**src/rtl/cv32e40p_fault_monitor.sv**
```systemverilog
// Fault monitor: per-channel saturating error counters, sticky flags,
// first-error capture, clear handshake, registered counter readback and
// a threshold alarm with acknowledge/hold behaviour.
module cv32e40p_fault_monitor #(
    parameter int NUM_CH = 5,
    parameter int CNT_W  = 8,
    parameter int THRESH = 4,
    parameter int IDX_W  = (NUM_CH > 1) ? $clog2(NUM_CH) : 1
) (
    input  logic              clk_i,
    input  logic              rst_ni,
    input  logic              en_i,
    input  logic [NUM_CH-1:0] err_i,
    input  logic [NUM_CH-1:0] mask_i,
    input  logic              clr_req_i,
    input  logic [NUM_CH-1:0] clr_mask_i,
    output logic              clr_ack_o,
    input  logic [IDX_W-1:0]  rd_ch_i,
    output logic [CNT_W-1:0]  rd_cnt_o,
    output logic [NUM_CH-1:0] sticky_o,
    output logic              first_valid_o,
    output logic [IDX_W-1:0]  first_ch_o,
    output logic              irq_o,
    input  logic              irq_ack_i
);

    localparam logic [CNT_W-1:0] CNT_MAX   = {CNT_W{1'b1}};
    localparam logic [CNT_W-1:0] CNT_ONE   = CNT_W'(1);
    localparam logic [CNT_W-1:0] THRESH_V  = CNT_W'(THRESH);
    localparam logic [CNT_W-1:0] THRESH_M1 = CNT_W'(THRESH - 1);

    typedef enum logic [1:0] {IDLE, ALARM, HOLD} state_t;

    state_t             state_reg, state_next;
    logic [CNT_W-1:0]   cnt_reg  [NUM_CH];
    logic [CNT_W-1:0]   cnt_next [NUM_CH];
    logic [CNT_W-1:0]   cnt_inc  [NUM_CH];
    logic [NUM_CH-1:0]  sticky_reg, sticky_next;
    logic [NUM_CH-1:0]  counted, clr_ch, over_vec, hit_vec;
    logic               first_valid_reg, first_valid_next;
    logic [IDX_W-1:0]   first_ch_reg, first_ch_next;
    logic               clr_ack_reg;
    logic [CNT_W-1:0]   rd_cnt_reg, rd_cnt_next;
    logic               clr_go, clr_all, any_counted, over, hit;
    logic [IDX_W-1:0]   low_idx;

    // A request arriving while the previous acknowledge is still high is dropped.
    assign clr_go  = clr_req_i & ~clr_ack_reg;
    assign clr_all = clr_go & (&clr_mask_i);

    genvar gi;
    generate
        for (gi = 0; gi < NUM_CH; gi++) begin : g_ch
            assign counted[gi]  = en_i & err_i[gi] & ~mask_i[gi];
            assign clr_ch[gi]   = clr_go & clr_mask_i[gi];
            assign cnt_inc[gi]  = (cnt_reg[gi] == CNT_MAX) ? cnt_reg[gi] : cnt_reg[gi] + CNT_ONE;
            // A same-cycle event survives a clear of its channel as a count of one.
            assign cnt_next[gi] = clr_ch[gi] ? (counted[gi] ? CNT_ONE : '0)
                                             : (counted[gi] ? cnt_inc[gi] : cnt_reg[gi]);
            assign sticky_next[gi] = clr_ch[gi] ? counted[gi] : (sticky_reg[gi] | counted[gi]);
            assign over_vec[gi] = (cnt_reg[gi] >= THRESH_V);
            assign hit_vec[gi]  = counted[gi] & (cnt_reg[gi] >= THRESH_M1);
        end
    endgenerate

    assign over = |over_vec;
    assign hit  = |hit_vec;

    // Lowest-index counted channel this cycle, for first-error capture.
    always_comb begin
        low_idx     = '0;
        any_counted = 1'b0;
        for (int c = NUM_CH - 1; c >= 0; c--) begin
            if (counted[c]) begin
                low_idx     = IDX_W'(c);
                any_counted = 1'b1;
            end
        end
    end

    // First-error capture: a full clear re-arms it, and an event in that same cycle re-captures.
    always_comb begin
        first_valid_next = first_valid_reg;
        first_ch_next    = first_ch_reg;
        if (clr_all) begin
            first_valid_next = 1'b0;
            first_ch_next    = '0;
        end
        if ((!first_valid_reg || clr_all) && any_counted) begin
            first_valid_next = 1'b1;
            first_ch_next    = low_idx;
        end
    end

    // Readback shows the counter value as updated by this edge; out-of-range reads give 0.
    always_comb begin
        rd_cnt_next = '0;
        for (int c = 0; c < NUM_CH; c++) begin
            if (rd_ch_i == IDX_W'(c)) rd_cnt_next = cnt_next[c];
        end
    end

    // Datapath registers.
    always_ff @(posedge clk_i) begin
        if (!rst_ni) begin
            for (int c = 0; c < NUM_CH; c++) cnt_reg[c] <= '0;
            sticky_reg      <= '0;
            first_valid_reg <= 1'b0;
            first_ch_reg    <= '0;
            clr_ack_reg     <= 1'b0;
            rd_cnt_reg      <= '0;
        end else begin
            for (int c = 0; c < NUM_CH; c++) cnt_reg[c] <= cnt_next[c];
            sticky_reg      <= sticky_next;
            first_valid_reg <= first_valid_next;
            first_ch_reg    <= first_ch_next;
            clr_ack_reg     <= clr_go;
            rd_cnt_reg      <= rd_cnt_next;
        end
    end

    // Alarm FSM state register.
    always_ff @(posedge clk_i) begin
        if (!rst_ni) state_reg <= IDLE;
        else         state_reg <= state_next;
    end

    // Alarm FSM next state; leaving ALARM for IDLE needs all offenders cleared.
    always_comb begin
        state_next = state_reg;
        case (state_reg)
            IDLE:    if (over) state_next = ALARM;
            ALARM: begin
                if (!over)          state_next = IDLE;
                else if (irq_ack_i) state_next = HOLD;
            end
            HOLD: begin
                if (!over)    state_next = IDLE;
                else if (hit) state_next = ALARM;
            end
            default: state_next = IDLE;
        endcase
    end

    // Alarm FSM outputs.
    always_comb begin
        irq_o = (state_reg == ALARM);
    end

    assign clr_ack_o     = clr_ack_reg;
    assign rd_cnt_o      = rd_cnt_reg;
    assign sticky_o      = sticky_reg;
    assign first_valid_o = first_valid_reg;
    assign first_ch_o    = first_ch_reg;

endmodule
```
**config.mk**
```make
export PLATFORM = sky130hd
export DESIGN_NAME = cv32e40p_fault_monitor
export DESIGN_NICKNAME = d
export VERILOG_FILES = /design/src/rtl/cv32e40p_fault_monitor.sv
export SDC_FILE = /design/constraint.sdc
export NUM_CORES = 1
export LEC_CHECK = 0
export BUFFER_PORTS_ARGS = -buffer_cell sky130_fd_sc_hd__clkbuf_2
export CAP_MARGIN = 20
export CORE_ASPECT_RATIO = 0.8
export CORE_UTILIZATION = 60
export CTS_BUF_LIST = sky130_fd_sc_hd__clkbuf_8
export DETAILED_ROUTE_END_ITERATION = 10
export GPL_TIMING_DRIVEN = 0
export PLACE_DENSITY = 0.82
export RECOVER_POWER = 25
export SETUP_SLACK_MARGIN = 0.2
export SYNTH_ARGS = -nofsm -noshare
export SYNTH_HDL_FRONTEND = slang
export SYNTH_SLANG_ARGS = --single-unit
```
**constraint.sdc**
```tcl
create_clock -name clk_i -period 2.25 [get_ports clk_i]
set_input_delay 0.1125 -clock clk_i [delete_from_list [all_inputs] [get_ports clk_i]]
set_output_delay 0.1125 -clock clk_i [all_outputs]
set_load 0.05 [all_outputs]
```
# After elaboration in Yosys (flattened, before gate mapping)
# Memory sizes are Yosys's and may differ from the RTL's.
# Cells that the tools add are included.
# Widths: inputs -> output; s select.
[word_totals] mem_bits_rw=40 reg_bits=20 inputBits=23 output_inout_bits=19 memories=1 word_cells=141
[op_classes] bitwise_logic=38 muxes=57 n_reduce_logical=10 addsub=5 n_lt_le_gt_ge=10 n_eq_ne=14
[memory_table] memory="cnt_reg" depth=5 word_bits=8 rd=5 rd_ports_with_merged_regs=0 write_ports=5 line="35" source="logic [CNT_W-1:0] cnt_reg [NUM_CH];"
[op_table] operator="$mux 8" count=25
[op_table] operator="$add 8x1->8 const B" count=5
[op_table] operator="$eq 8x8->1 const B" count=5
[op_table] operator="$ge 8x2->1 const B" count=5
[op_table] operator="$ge 8x3->1 const B" count=5
[op_table] operator="$and 1x1->1" count=22
[op_table] operator="$mux 3" count=7
[op_table] operator="$mux 1" count=19
[op_table] operator="$mux 2" count=5
[op_table] operator="$or 1x1->1" count=10
[op_table] operator="$reduce_or 5->1" count=2
[op_table] operator="$eq 3x2->1 const B" count=2
[op_table] operator="$ne 3x3->1 const B" count=2
[op_table] operator="$not 1->1" count=6
[op_table] operator="$pmux 2 s3" count=1
[op_table] operator="$reduce_and 5->1" count=1
[op_table] operator="$eq 3x1->1 const B" count=1
[op_table] operator="$eq 3x3->1 const B" count=1
[op_table] operator="$logic_not 3->1" count=1
[op_table] operator="$reduce_and 3->1" count=1
[op_table] operator="$eq 2x1->1 const B" count=1
[op_table] operator="$eq 2x2->1 const B" count=1
[op_table] operator="$logic_not 2->1" count=1
[op_table] operator="$ne 2x2->1 const B" count=1
[op_table] operator="other kinds (4)" count=4

# Longest topological paths before layout
[depth] depth_word=9 ltp_mapped=7 mapped_depth_nobuf=6

# Least setup slack after synthesis
# Ideal clock, no wire load.
[synth_timing] kind="flip-flop to flip-flop" startpoint="reg clr_ack_reg, in the netlist clr_ack_o" endpoint="reg rd_cnt_reg[0], in the netlist rd_cnt_o[0]" path_buffers=0 setup_time_ns=0.130 required_ns=2.120 period_less_slack_ns=1.832 arrival_time_ns=1.702 stages_incl_launch_ff=6 setup_slack_ns=0.418 path_cell_list="dfxtp_1 nand3b_1 and2_1 a2111o_1 a22oi_1 a32oi_1"
[synth_between] elab_chain_len=9 elab_cells_between_ends=17 cone_classes="mux (10); bitwise (7)"
[synth_lines] item="from (decl)" line="42" source="logic clr_ack_reg;"
[synth_lines] item="from (signal assigned)" line="117" source="clr_ack_reg <= clr_go;"
[synth_lines] item="$not 1->1 (*)" line="48" source="assign clr_go = clr_req_i & ~clr_ack_reg;"
[synth_lines] item="$and 1x1->1 (*)" line="48"
[synth_lines] item="$and 1x1->1" line="55" source="assign clr_ch[gi] = clr_go & clr_mask_i[gi];"
[synth_lines] item="$mux 8" line="58" source="assign cnt_next[gi] = clr_ch[gi] ? (counted[gi] ? CNT_ONE : '0)"
[synth_lines] item="$mux 8 (4 in a row)" line="99" source="if (rd_ch_i == IDX_W'(c)) rd_cnt_next = cnt_next[c];"
[synth_lines] item="$mux 8 (*)" line="99"
[synth_lines] item="to (signal assigned)" line="118" source="rd_cnt_reg <= rd_cnt_next;"
[synth_lines] item="to (decl)" line="43" source="logic [CNT_W-1:0] rd_cnt_reg, rd_cnt_next;"
# Every way passes the cells marked *; elsewhere a longest branch is shown, timed or not.
# A chain may end at the register's enable or synchronous reset.

==> key figures <==
Timing
  • Fin. Hold Viols: 0
  • Final Setup Violations: 0
  • Slew headroom: 0.580
  • Clk_skew: around 0.0077 ns
  • Setup TNS: 0 ns
  • Achievable frequency: 0.481 GHz
  • Fin crit share: 0.924
  • Slew @ Worst Pin: 0.632 ns
  • Max Transition Viols Final: 0
  • RSZ-0062 raised after global routing: yes
  • Min Tclk post-route: 2.08 ns

Die
  • Die area: 0.00613 mm2
  • FP Rows: 24
  • Die width: between 80 and 90 um
  • Initial Utilization: 0.632
  • I/O pins: 42
  • Die Span Y: 70.2 um
  • Core Footprint: around 0.0055 mm2

Critical path
  • Crit path required time: between 2 and 2.5 ns
  • Crit path arrival time: 2.31 ns
  • Crit. End Element: flop
  • CP cell instances: ha_1 -> and3_1 -> a21oi_1 -> mux2i_1 -> o22ai_1 -> o32a_1
  • Crit Path Class: reg -> reg
  • Crit path largest cell delay: approximately 0.38 ns
  • Slowest cell on crit path: o32a_1
  • Startpoint types: flop
  • CP Max Fanout: 7

Synthesis
  • Synth cell types: 61
  • Post-synth EDFFs: 0
  • Post-synthesis async set-or-reset flop share: 0
  • Syn_nets: approximately 450
  • Synth Flop Type: dfxtp_1
  • Yosys reg bits: 60
  • Syn_area_per_cell: 8.39 um2
  • Cells after Synth: 416
  • Warnings, synthesis: 0
  • Register area share after synthesis: 0.344
  • Mapped Area: 0.00349 mm2

Power and ir drop
  • Tot Pwr: ~2.3 mW
  • Power density over the cells: 571 mW/mm2
  • Leak pwr: 1.53 nW
  • Worst vdd ir: around 380 uV

Global routing
  • Initial antenna violation count: 0
  • First-pass GRT wire length: 15500 um
  • Gr usage total: 0.338
  • Gr ovfl total: 0
  • Vias in the first global route: 3183
  • Pin count of the biggest net entering global routing: 11

Placed design
  • RD Place Congestion: just over 0.9
  • Dpl hpwl: about 7400 um
  • Inst Count DP: 534
  • # port buffers: 40

Cells and area
  • Reg area: 0.00120 mm2
  • Area growth syn-to-layout: 15.3%
  • Filler cells: 453
  • Nets@finish: 503
  • Multi-input logic area: 0.00221 mm2
  • Non-Filler Instances: between 500 and 600
  • Layout cell share with drive strength beyond 1: 0.137
  • Number of flip-flops in the largest register: 40
  • Diodes inserted: 0

Detailed routing
  • Total wire length: 9910 um
  • Pre-antenna DRT Iters: 5
  • Via/cell ratio: 6.39
  • Vias: roughly 3500
  • Iter 0 DRT Violations: 362
  • Detail Route Antenna Nets: 0
  • Routed WL per cell: approximately 18 um
  • Post-route DRC: 0

Clock tree
  • Clock Path Buffers: 2
  • Clock Sinks: 60
  • Clock Latency Late Sink: 0.35 ns
  • H-Tree Depth: 3
  • CTS root buf: clkbuf_8
  • Worst-path clk slew: 0.07 ns
  • CTS hold repair buffers: 0
  • CTS buffer count: 9
  • CTS tree: done

Worst hold path
  • HP Class: in -> reg

Flow run
  • Max Cap Viol: 0

Run status
  • Status: finished, final reports clean
-- synthesized netlist by cell type, types with 5 or more instances --
library cell	number	area (um2)
nand3b_1	15	113
and2_1	8	50.1
a211oi_1	8	60.1
buf_2	5	25.0
nand2b_1	6	37.5
a21oi_1	12	60.1
ha_1	10	125
o211ai_1	6	45.0
nand2_1	29	109
nor3_1	16	80.1
mux2i_1	14	140
o21ai_0	11	55.1
nor2_1	38	143
o21a_1	6	45.0
a31oi_1	7	43.8
and3b_1	7	61.3
and3_1	16	100
o32a_1	6	60.1
nor2b_1	11	68.8
nand3_1	19	95.1
nor3b_1	5	37.5
dfxtp_1	60	1200
inv_1	20	75.1
nand4_1	14	87.6
-- layer usage --
metal,vias to the layer above,share of wire,GRT usage
li1,1677,-,-
met1,1690,0.45,0.454
met2,140,0.44,0.497
met3,23,0.088,0.122
met4,0,0.022,0.120
met5,-,0,0
-- final cells by class --
class                   instances  area share
clock inverters                 5      0.0115
plain buffers                  11      0.0137
repair buffers                 43      0.0507
multi-input cells             325       0.548
inverters                      20      0.0186
flip-flops and latches         60       0.299
clock buffers                  10      0.0342
well taps                      78      0.0242
-- worst max-delay path: cells and delay by family (launching register included) --
family                     cells  cell delay (ns)
AOI/OAI and AO/OA              3             0.77
DFF                            1             0.35
muxes                          1             0.32
adders and majority gates      1             0.29
and+or+nand+nor                1             0.22
-- layout by cell type, fill, tap and decap left out, drive strengths merged, types with 14 or more instances in the layout --
master / count
nand3b: 15
dfxtp: 60
nand3: 19
nor3: 16
nand4: 14
clkbuf: 54
inv: 23
nor2: 38
and3: 16
mux2i: 14
nand2: 29
-- cells by family after synthesis --
logic type      count (synthesis)  synth area share
compound gates                 94             0.201
flops                          60             0.344
mux                            14            0.0401
fa+ha+maj                      10            0.0358
xor+xnor                        8            0.0201
buf+inv                        31            0.0373
simple gates                  199             0.322
-- worst paths after layout --
kind | startpoint | endpoint | slack, ns | cells past startpoint
setup / recovery | cnt_reg[0][8] | rd_cnt_o[1] | 0.17 | 6
hold / removal | irq_ack_i | state_reg[0] | 0.05 | 3
setup reg to reg | cnt_reg[0][8] | rd_cnt_o[1] | 0.17 | 6
hold reg to reg | sticky_o[4] | sticky_o[4] | 0.47 | 2
-- timing repair --
| action | CTS | global route |
|---|---|---|
| endpoints found under the setup margin | 0 | 8 |
| buffers inserted | 0 | 3 |
| gates resized for setup | 0 | 11 |
-- where the power goes --
| part | leakage [nW] | total [mW] | switching (mW) | internal [mW] |
|---|---|---|---|---|
| Combinational | 0.937 | 0.263 | 0.181 | 0.0825 |
| Clock | 0.106 | 0.936 | 0.414 | 0.521 |
| Sequential | 0.487 | 1.10 | 0.0167 | 1.08 |
| Total | 1.53 | 2.30 | 0.612 | 1.69 |
-- through the flow --
stage	instance area (um2)	hold slack [ns]	setup WS [ns]	util
final	4030	0.0517	0.171	0.729
after global routing	4030	0.0546	0.127	0.729
after CTS	3970	0.0536	0.201	0.719
after detailed placement	3790	0.421	0.215	0.686
after global placement	3790	0.416	0.213	0.686
after floorplan	3490	0.276	0.418	-
Note: power is estimated with default switching activity, not from simulation.
